`config.mk`:
```
export PLATFORM = sky130hd
export DESIGN_NAME = insmem_loader
export DESIGN_NICKNAME = d
export VERILOG_FILES = /design/src/rtl/insmem_loader.sv
export SDC_FILE = /design/constraint.sdc
export NUM_CORES = 1
export LEC_CHECK = 0
export CORE_MARGIN = 2
export CORE_UTILIZATION = 50
export CTS_CLUSTER_SIZE = 16
export DETAILED_ROUTE_END_ITERATION = 8
export PLACE_DENSITY_LB_ADDON = 0.3
export SYNTH_ARGS = -nofsm -noshare
export SYNTH_HDL_FRONTEND = slang
export SYNTH_SLANG_ARGS = --single-unit
```
`constraint.sdc`:
```
create_clock -name i_clk -period 3.25 [get_ports i_clk]
set_clock_uncertainty 0.2 [all_clocks]
set_input_delay 0.65 -clock i_clk [delete_from_list [all_inputs] [get_ports i_clk]]
set_output_delay 0.65 -clock i_clk [all_outputs]
set_load 0.005 [all_outputs]
```
`src/rtl/insmem_loader.sv`:
```
// insmem_loader: write-side companion to the byte-wide instruction memory.
// Takes 32-bit instruction words over a valid/ready stream and writes each
// one little-endian, one byte per cycle, from BASE_ADDR upward.
//
// Ports:
//   i_clk, i_rst_n        clock, asynchronous active-low reset
//   i_start               pulse: begin a new load session (IDLE/DONE only)
//   i_in_valid/o_in_ready word stream handshake; o_in_ready high only in WAIT
//   i_in_word, i_in_last  instruction word, final-word marker
//   o_mem_we/addr/wdata   byte write port to instruction memory
//   o_busy                session active (WAIT or WRITE)
//   o_done                session finished; held until the next start
//   o_err_full            memory filled before the last word was seen
//   o_word_count          words accepted this session
//   o_checksum            mod-2^32 sum of accepted words this session
module insmem_loader #(
  parameter int ADDR_W    = 8,
  parameter int BASE_ADDR = 0
) (
  input  logic              i_clk,
  input  logic              i_rst_n,
  input  logic              i_start,
  input  logic              i_in_valid,
  output logic              o_in_ready,
  input  logic [31:0]       i_in_word,
  input  logic              i_in_last,
  output logic              o_mem_we,
  output logic [ADDR_W-1:0] o_mem_addr,
  output logic [7:0]        o_mem_wdata,
  output logic              o_busy,
  output logic              o_done,
  output logic              o_err_full,
  output logic [ADDR_W-2:0] o_word_count,
  output logic [31:0]       o_checksum
);

  typedef enum logic [1:0] {S_IDLE, S_WAIT, S_WRITE, S_DONE} state_t;

  localparam logic [ADDR_W-1:0] BASE    = ADDR_W'(BASE_ADDR);
  localparam logic [ADDR_W-1:0] TOP     = '1;
  localparam logic [ADDR_W-1:0] PTR_ONE = ADDR_W'(1);
  localparam logic [ADDR_W-2:0] WC_ONE  = (ADDR_W-1)'(1);

  state_t            r_state, w_next;
  logic [ADDR_W-1:0] r_ptr;
  logic [1:0]        r_bidx;
  logic [31:0]       r_word;
  logic              r_last;
  logic              r_mem_we;
  logic [ADDR_W-1:0] r_mem_addr;
  logic [7:0]        r_mem_wdata;
  logic              r_busy, r_done, r_err_full;
  logic [ADDR_W-2:0] r_word_count;
  logic [31:0]       r_checksum;

  logic w_hs, w_start, w_last_byte, w_full;

  assign w_hs        = (r_state == S_WAIT) && i_in_valid;
  assign w_start     = i_start && ((r_state == S_IDLE) || (r_state == S_DONE));
  assign w_last_byte = (r_state == S_WRITE) && (r_bidx == 2'd3);
  // On the last byte of a word the pointer is the address being written;
  // hitting the top address means the array is full.
  assign w_full      = (r_ptr == TOP);

  always_ff @(posedge i_clk or negedge i_rst_n) begin
    if (!i_rst_n) r_state <= S_IDLE;
    else          r_state <= w_next;
  end

  always_comb begin
    w_next = r_state;
    case (r_state)
      S_IDLE:  if (i_start) w_next = S_WAIT;
      S_WAIT:  if (i_in_valid) w_next = S_WRITE;
      S_WRITE: if (r_bidx == 2'd3) w_next = (r_last || w_full) ? S_DONE : S_WAIT;
      S_DONE:  if (i_start) w_next = S_WAIT;
      default: w_next = S_IDLE;
    endcase
  end

  always_ff @(posedge i_clk or negedge i_rst_n) begin
    if (!i_rst_n) begin
      r_ptr        <= BASE;
      r_bidx       <= 2'd0;
      r_word       <= '0;
      r_last       <= 1'b0;
      r_mem_we     <= 1'b0;
      r_mem_addr   <= '0;
      r_mem_wdata  <= '0;
      r_busy       <= 1'b0;
      r_done       <= 1'b0;
      r_err_full   <= 1'b0;
      r_word_count <= '0;
      r_checksum   <= '0;
    end else begin
      r_busy   <= (w_next == S_WAIT) || (w_next == S_WRITE);
      r_done   <= (w_next == S_DONE);
      r_mem_we <= 1'b0;  // addr/wdata hold when no byte is written

      if (w_start) begin
        r_ptr        <= BASE;
        r_word_count <= '0;
        r_checksum   <= '0;
        r_err_full   <= 1'b0;
      end

      // Handshake edge: latch the word and write byte 0 straight from the input.
      if (w_hs) begin
        r_word       <= i_in_word;
        r_last       <= i_in_last;
        r_word_count <= r_word_count + WC_ONE;
        r_checksum   <= r_checksum + i_in_word;
        r_mem_we     <= 1'b1;
        r_mem_addr   <= r_ptr;
        r_mem_wdata  <= i_in_word[7:0];
        r_ptr        <= r_ptr + PTR_ONE;
        r_bidx       <= 2'd1;
      end

      if (r_state == S_WRITE) begin
        r_mem_we    <= 1'b1;
        r_mem_addr  <= r_ptr;
        r_mem_wdata <= r_word[8*r_bidx +: 8];
        r_bidx      <= r_bidx + 2'd1;
        // Hold the pointer at the top address instead of wrapping to zero.
        if (!(w_last_byte && w_full)) r_ptr <= r_ptr + PTR_ONE;
        if (w_last_byte && w_full && !r_last) r_err_full <= 1'b1;
      end
    end
  end

  assign o_in_ready   = (r_state == S_WAIT);
  assign o_mem_we     = r_mem_we;
  assign o_mem_addr   = r_mem_addr;
  assign o_mem_wdata  = r_mem_wdata;
  assign o_busy       = r_busy;
  assign o_done       = r_done;
  assign o_err_full   = r_err_full;
  assign o_word_count = r_word_count;
  assign o_checksum   = r_checksum;

endmodule
```
==> results of run 1 <==
report_power, final:
part / internal [mW] / switching (mW)
clock network: 0.607 / 0.514
logic: 1.81 / 1.70
registers: 1.76 / 0.392
total: 4.18 / 2.61
cell type report:
cell class | count | area, µm²
fill | 887 | 3430
multi-input combinational | 494 | 3280
sequential | 104 | 2600
timing repair buffer | 180 | 1610
clock buffer | 9 | 225
tap | 143 | 179
clock inverter | 7 | 77.6
inverter | 17 | 63.8
layout by cell type, fill, tap and decap left out, types with 3 or more instances in the layout:
cell	count
nand2_1	169
dfrtp_1	104
clkdlybuf4s50_1	94
buf_4	83
o21ai_0	68
ha_1	30
nor2_1	23
a21oi_1	22
inv_1	17
a21o_1	16
xor2_1	14
xnor2_1	10
and3_1	9
mux2_2	9
mux2i_1	9
clkbuf_16	9
nand3_1	8
a31oi_1	8
mux4_2	8
nor3_1	6
nand4_1	6
o21bai_1	6
ha_4	6
nand2b_1	5
a21oi_2	4
a22o_1	4
and2_1	3
o21ai_2	3
o211ai_1	3
o21ai_1	3
o41ai_1	3
inv_6	3
tightest hold or removal path, stage by stage (launching register included):
cell     delay (ps)
dfrtp_1         340
nand2_1          50
nand2_1          50
metrics by stage:
step	setup WS (ps)	TNS (ps)	hold WS, ps
2_1_floorplan	228	0	154
5_1_grt	-35.5	-85.7	304
4_1_cts	15.8	0	279
3_3_place_gp	-378	-4330	255
6_report	29.1	0	275
3_5_place_dp	-459	-6120	262
final timing paths:
| check | startpoint | to | slack (ps) | cells after the start |
|---|---|---|---|---|
| worst max-delay path | i_in_word[3] | o_checksum[26]$_DFFE_PN0P_ | 30 | 10 |
| worst min-delay path | r_word[3]$_DFFE_PN0P_ | r_word[3]$_DFFE_PN0P_ | 280 | 2 |
| worst max register to register | o_checksum[0]$_DFFE_PN0P_ | o_checksum[31]$_DFFE_PN0P_ | 400 | 12 |
| worst min register to register | r_word[3]$_DFFE_PN0P_ | r_word[3]$_DFFE_PN0P_ | 280 | 2 |
| max in group asynchronous | i_rst_n | o_checksum[29]$_DFFE_PN0P_ | 1560 | 3 |
| min in group asynchronous | i_rst_n | o_checksum[7]$_DFFE_PN0P_ | 540 | 2 |
what timing repair did:
item | CTS | global route
buffers inserted | 0 | 5
pin swaps | 1 | 13
endpoints found under the hold margin | 2 | 0
hold buffers | 1 | 0
setup endpoints to repair | 9 | 14
resized for setup | 4 | 23
layer usage:
metal,wire length [µm],part of all wire (%)
met1,7050,44
met2,7710,49
met4,499,3.1
met5,0,0
met3,604,3.8
kinds of logic after synthesis:
logic type,after synthesis
AND/OR/NAND/NOR,241
XOR/XNOR,24
AO/OA/AOI/OAI,164
multiplexers,27
adder cells (fa/ha/maj),38
flip-flops,104
buffers and inverters,43
registers in the layout, summed over array words and instances (netlist names):
signal	cells
r_last	1
o_done	1
o_word_count	7
o_busy	1
o_mem_addr	8
r_state	2
o_mem_wdata	8
r_word	32
o_mem_we	1
r_bidx	2
o_checksum	32
o_err_full	1
r_ptr	8
==> results.cfg, run 1 <==
[final_layout]
fin_area_um2 = 8040
drive_gt1_share_pct = 17.9
post-route-util_pct = 70.1
fin_cells = 954
finalNetCount = 881
antenna_cells = 0
syn_to_final_growth_pct = 36.6

[power_and_ir_drop]
irDropWorstVdd_mv = 0.521
p_per_area_nw_per_um2 = 844
power.leakage_nw = 3.87
p_total_mw = 6.79

[placement]
detailed_place.area_um2 = 7530
place_congestion = 0.929
dp_hpwl_mm = 11.4
place_inst = 932
portBuffers = 96

[sta]
maxSlewViolCount = 0
relSlewSlack_pct = 60.8
period_share_pct = 99.1
hold_viol = 0
worst_pin_slew_ps = 588
max_freq_mhz = 310
period_minus_slack_ps = 3220
finalSetupViolations = 0

[detailed_routing]
routed_wl_mm = 15.9
via_per_inst = 5.59
ant_nets = 0
vias = 5334
firstDrtPassIters = 5
wl_per_cell_um = 16.6
drt_iter0_markers = 318
drt_drc_violations_left = 0

[synth]
synth_fa_ha_area_share_pct = 8.21
yosys-top-cells-count = 170 x nand2_1, 104 x dfrtp_1, 71 x o21ai_0
synth-simple-area-share_pct = 17.4
synth_edf_count = 0
synthArstFlopShare_pct = 100
synthesis.nets = 716
yosysMostFrequentCell = nand2_1
yosys_warnings = 0
yosysTopAreaCellShare_pct = 44.2
synth.cell_area_um2 = 5880
synth_xor_area_share_pct = 3.57
ys_seq_elements = 104
synthCells = 641
avgSynthCellArea_um2 = 9.18
synth_mux_area_share_pct = 6.49
netlist-cell-type-count = 54
synth_top_family_by_area = simple AND/OR/NAND/NOR gates
ys_seq_area_share_pct = 44.2
ys.flop_type = dfrtp_1
synth_compound_area_share_pct = 17.4
ys_top_cells_by_area = dfrtp_1 44%, nand2_1 11%, ha_1 7.9%
yosysTopAreaCell = dfrtp_1

[grt]
overflow = 0
grt_max_degree = 54
grt_use_total_pct = 25.2
grt.busiest_layer = met2
grt_use_met2_pct = 42.4
grt_pass1_wl_mm = 25.9
antenna_found_initial = 0
grt_pass1_vias = 5434
grtUsageMet3_pct = 2.97
met1_usage_pct = 33.5

[clock_tree]
cts_inserted_buffers = 9
cts-root-buf = clkbuf_16
clkLatencyLatePin_ps = 350
tritoncts = built
cts_num_sinks = 104
clockBufferDepth = 2
path_clk_slew_ps = 70
htreeDepth = 3

[floorplanning]
die_w_um = 112
pin_count = 97
core_region_area_um2 = 11500
start_util_pct = 51.3
die_height_um = 112
die-area_um2 = 12700
num_rows = 39

[critical_path]
cp_cell_sequence = clkdlybuf4s50_1 -> ha_4 -> o21ai_0 -> a21oi_4 -> o32ai_4 -> o21ai_2 -> a31o_1 -> or2_4 -> a31o_1 -> a221o_1
crit_buf_inv = 1
start_kind = primary input
setup.worst_path.end_class = flop
cp_max_fo = 4
slowest_stage = clkdlybuf4s50_1
slowest_delay_ps = 540
path_class = primary input to flop
critical_path.top_delay_family = compound AO/OA/AOI/OAI gates
worstPathArrival_ps = 3250
required_ps = 3280
crit_top_cell = a31o_1

[job]
max-cap-violations = 0

[worst_hold_path]
hp-class = flop to flop

[run_status]
status = complete, no violations
No activity file was read; power rests on OpenSTA's default activity.
==> inputs of run 2 (changes only) <==
--- a/config.mk
+++ b/config.mk
@@ -10,6 +10,7 @@
 export CTS_CLUSTER_SIZE = 16
 export DETAILED_ROUTE_END_ITERATION = 8
 export PLACE_DENSITY_LB_ADDON = 0.3
+export REMOVE_ABC_BUFFERS = 1
 export SYNTH_ARGS = -nofsm -noshare
 export SYNTH_HDL_FRONTEND = slang
 export SYNTH_SLANG_ARGS = --single-unit
==> results.cfg, run 2 (synthesized netlist as in run 1, its figures left out) <==
[grt]
grt.busiest_layer = met2
grt_pass1_wl_mm = 26.4
grt_pass1_vias = 5550
grt_use_met2_pct = 44.2
grtUsageMet3_pct = 6.16
overflow = 0
grt_use_total_pct = 25.9
grt_max_degree = 105
antenna_found_initial = 0
met1_usage_pct = 32.2

[power_and_ir_drop]
p_clk_share_pct = 17.3
irDropWorstVdd_mv = 0.727
power.switching_mw = 2.67
power.leakage_nw = 3.86
power.share.switching_pct = 39.1
p_int_mw = 4.16
p_per_area_nw_per_um2 = 855
combPwrFrac_pct = 51.0
pwr-share-seq_pct = 31.7

[critical_path]
cp_cell_sequence = clkdlybuf4s50_1 -> ha_4 -> o211ai_1 -> o211ai_1 -> a31oi_2 -> buf_4 -> o22ai_4 -> o21ai_1 -> a21boi_0 -> or3_1 -> a32o_1
start_kind = primary input
required_ps = 3300
worstPathArrival_ps = 3250
path_class = primary input to flop
slowest_delay_ps = 540
slowest_stage = clkdlybuf4s50_1
r2r_start = o_checksum[0]$_DFFE_PN0P_
crit_top_cell = o211ai_1
setup.worst_path.end_class = flop
cp_max_fo = 4
critPathLaunch = i_in_word[2]

[clock_tree]
tritoncts = built
clkLatencyLatePin_ps = 360
cts_num_sinks = 104
clockBufferDepth = 2
hold_buffers = 0
cts-root-buf = clkbuf_16
cts_inserted_buffers = 9
htreeDepth = 3
path_clk_slew_ps = 80

[floorplanning]
start_util_pct = 51.3
pin_count = 97
die-area_um2 = 12700
die_height_um = 112
core_region_area_um2 = 11500
num_rows = 39
die_w_um = 112

[placement]
dp_hpwl_mm = 11.6
detailed_place.area_um2 = 7510
place_congestion = 0.925
portBuffers = 96

[run_status]
status = complete, no violations

[sta]
relSlewSlack_pct = 59.0
period_share_pct = 98.6
max_freq_mhz = 312
hold_viol = 0
tns_ps = 0
period_minus_slack_ps = 3200
maxSlewViolCount = 0
worst_pin_slew_ps = 616
finalSetupViolations = 0

[final_layout]
layout_common_cells = 169 x nand2_1, 104 x dfrtp_1, 94 x clkdlybuf4s50_1
layout_commonest_cell = nand2_1
antenna_cells = 0
fillCellCount = 899
fin_area_um2 = 7990
ff_latch_area_um2 = 2600
drive_gt1_share_pct = 17.2
finalNetCount = 877
multi_input_area_um2 = 3240
syn_to_final_growth_pct = 35.7

[detailed_routing]
drt_iter0_markers = 409
vias = 5436
wl_per_cell_um = 16.9
routed_wl_mm = 16.1
firstDrtPassIters = 7
ant_nets = 0
via_per_inst = 5.72
drt_drc_violations_left = 0

[worst_hold_path]
hp-class = primary input to asynchronous set/reset pin

[job]
max-cap-violations = 0
run 2: cell types whose count changed in the layout (fill, tap and decap cells not counted), sizes merged:
cell	change
inv	+1
clkinv	-1
buf	-3
dlygate4sd3	-1
run 2: repair_timing:
action                                  CTS  global route
buffers inserted                          0             4
pin swaps                                 2             9
endpoints found under the setup margin    8            13
resized for setup                         2            19
run 2: power groups by stage:
stage / Clock [mW] / Sequential, mW / Combinational (mW)
global placement: 0 / 2.14 / 3.19
CTS: 1.19 / 2.15 / 3.34
finish: 1.18 / 2.16 / 3.48
global route: 1.24 / 2.22 / 3.84
floorplan: 0 / 2.07 / 1.91
detailed placement: 0 / 2.17 / 3.30
run 2: worst max-delay path, delay by kind of cell:
kind                     cells  cell delay, ps
AO/OA/AOI/OAI                7            1330
AND/OR/NAND/NOR              1             320
adder cells (fa/ha/maj)      1             240
buffers and inverters        2             720
run 2: layout make-up:
| cell class | instances | share of cell area [%] |
|---|---|---|
| well taps | 143 | 2.24 |
| inverters | 17 | 0.799 |
| clock inverters | 7 | 1.21 |
| multi-input cells | 494 | 40.6 |
| repair buffers | 176 | 19.7 |
| flip-flops and latches | 104 | 32.6 |
| clock buffers | 9 | 2.82 |
run 2: worst paths after layout:
check	end	depth (start not counted)	slack, ps
worst max-delay path	o_checksum[25]$_DFFE_PN0P_	11	50
worst min register to register	r_word[14]$_DFFE_PN0P_	2	280
min in group i_clk	r_word[14]$_DFFE_PN0P_	2	280
max in group asynchronous	o_checksum[23]$_DFFE_PN0P_	2	2270
worst min-delay path	o_checksum[2]$_DFFE_PN0P_	2	90
worst max register to register	o_checksum[26]$_DFFE_PN0P_	11	330
run 2: per-stage QoR:
step	cells	power [mW]	util (%)	setup WS, ps	hold slack, ps
CTS	946	6.69	68.4	-13.4	176
global placement	930	5.33	65.5	-438	253
floorplan	615	3.98	-	-387	154
finish	950	6.82	69.6	45.7	86.0
global route	950	7.31	69.6	-36.6	179
detailed placement	930	5.47	65.5	-496	267
run 2: layer usage:
metal | up-vias | routed length, µm
met5 | - | 0
met1 | 2652 | 6890
met4 | 0 | 397
met2 | 186 | 7940
li1 | 2568 | -
met3 | 30 | 865
==> inputs of run 3 (changes only) <==
==> constraint.sdc (replaced) <==
create_clock -name i_clk -period 3.55 [get_ports i_clk]
set_clock_uncertainty 0.2 [all_clocks]
set_input_delay 0.71 -clock i_clk [delete_from_list [all_inputs] [get_ports i_clk]]
set_output_delay 0.71 -clock i_clk [all_outputs]
set_load 0.005 [all_outputs]
==> results.cfg, run 3 (synthesized netlist as in run 1, its figures left out) <==
[sta]
setup_slack_ps = 173
max_freq_mhz = 296
hold_slack_ps = 273
hold_viol = 0
maxSlewViolCount = 0
worst_pin_slew_ps = 842
finalSetupViolations = 0
period_share_pct = 95.1
relSlewSlack_pct = 43.8
period_minus_slack_ps = 3380

[detailed_routing]
firstDrtPassIters = 5
via_per_inst = 5.75
drt_iter0_markers = 407
wl_per_cell_um = 16.5
drt_drc_violations_left = 0
routed_wl_mm = 15.0
ant_nets = 0
vias = 5237

[run_status]
status = complete, no violations

[floorplanning]
start_util_pct = 51.3
num_rows = 39
pin_count = 97
core_region_area_um2 = 11500
die_height_um = 112
die_w_um = 112
die-area_um2 = 12700

[final_layout]
fillCellCount = 924
finalNetCount = 838
layout_common_cells = 169 x nand2_1, 104 x dfrtp_1, 95 x clkdlybuf4s50_1
antenna_cells = 0
layout_commonest_cell = nand2_1
syn_to_final_growth_pct = 28.3
drive_gt1_share_pct = 11.2
fin_area_um2 = 7550
post-route-util_pct = 65.8

[grt]
grt_use_met2_pct = 41.0
grt_pass1_wl_mm = 25.4
overflow = 0
grt.busiest_layer = met2
grt_pass1_vias = 5227
met1_usage_pct = 33.5
grt_max_degree = 65
grtUsageMet3_pct = 4.05
grt_use_total_pct = 24.7
antenna_found_initial = 0

[power_and_ir_drop]
p_per_area_nw_per_um2 = 777
irDropWorstVdd_mv = 0.435
p_total_mw = 5.87
power.leakage_nw = 3.63

[critical_path]
worstPathArrival_ps = 3380
cp_max_fo = 3
start_kind = primary input
required_ps = 3550
setup.worst_path.end_class = flop
path_class = primary input to flop

[clock_tree]
cts_num_sinks = 104
tritoncts = built
clockBufferDepth = 2
clkLatencyLatePin_ps = 350
hold_buffers = 0
cts-root-buf = clkbuf_16
cts_inserted_buffers = 9
htreeDepth = 3
path_clk_slew_ps = 70

[placement]
dp_hpwl_mm = 10.7
dpl_worst_slack_ps = -179
portBuffers = 96
detailed_place.area_um2 = 7250
place_congestion = 0.959

[job]
max-cap-violations = 0

[worst_hold_path]
hp-class = primary input to asynchronous set/reset pin
==> run 3: final cells by class <==
type / instances / area, µm² / share of cell area [%]
Clock buffer: 10 / 229 / 3.03
Clock inverter: 6 / 60.1 / 0.795
Inverter: 17 / 63.8 / 0.845
Multi-Input combinational cell: 494 / 3140 / 41.5
Sequential cell: 104 / 2600 / 34.5
Tap cell: 143 / 179 / 2.37
Timing Repair Buffer: 137 / 1280 / 16.9
==> run 3: critical path, stage by stage <==
cell             delay (ps)
clkdlybuf4s50_1         480
ha_1                    180
inv_1                    60
fa_1                    370
nand2b_1                170
a21oi_1                 260
o32ai_2                 170
o21ai_2                 230
nand4_1                 100
a31oi_1                 250
mux2i_1                 220
o311ai_0                160
==> run 3: routing by layer <==
| layer | vias to the layer above | part of all wire, % |
|---|---|---|
| met5 | - | 0 |
| met4 | 0 | 1.8 |
| met3 | 27 | 5.3 |
| met2 | 158 | 48 |
| met1 | 2558 | 44 |
| li1 | 2494 | - |
==> run 3: worst paths after layout <==
check                                     startpoint                    endpoint  slack (ps)  cells past startpoint
max in group asynchronous                    i_rst_n      r_word[11]$_DFFE_PN0P_        2160                      2
max reg2reg                o_checksum[0]$_DFFE_PN0P_  o_checksum[28]$_DFFE_PN0P_         620                     11
min reg2reg                   r_word[15]$_DFFE_PN0P_      r_word[15]$_DFFE_PN0P_         280                      2
max                                     i_in_word[0]  o_checksum[28]$_DFFE_PN0P_         170                     12
min in group i_clk            r_word[15]$_DFFE_PN0P_      r_word[15]$_DFFE_PN0P_         280                      2
min                                          i_rst_n   o_checksum[1]$_DFFE_PN0P_         270                      1
==> run 3: stage by stage <==
stage                     setup TNS [ps]  instances
after floorplan                     -746        615
after global routing               -5.40        911
final                                  0        911
after global placement              -359        895
after detailed placement            -834        895
after CTS                              0        911
==> run 3: power by group <==
| group | switching, mW | internal (mW) | total (mW) | leakage (nW) |
|---|---|---|---|---|
| clock network | 0.486 | 0.497 | 0.983 | 0.143 |
| registers | 0.345 | 1.61 | 1.96 | 1.34 |
| logic | 1.47 | 1.46 | 2.93 | 2.15 |
| total | 2.30 | 3.57 | 5.87 | 3.63 |
==> run 3: timing repair <==
| action | CTS | global route |
|---|---|---|
| setup buffers | 0 | 0 |
| resized for setup | 0 | 2 |
| endpoints found under the hold margin | 0 | 0 |
| setup endpoints to repair | 0 | 4 |
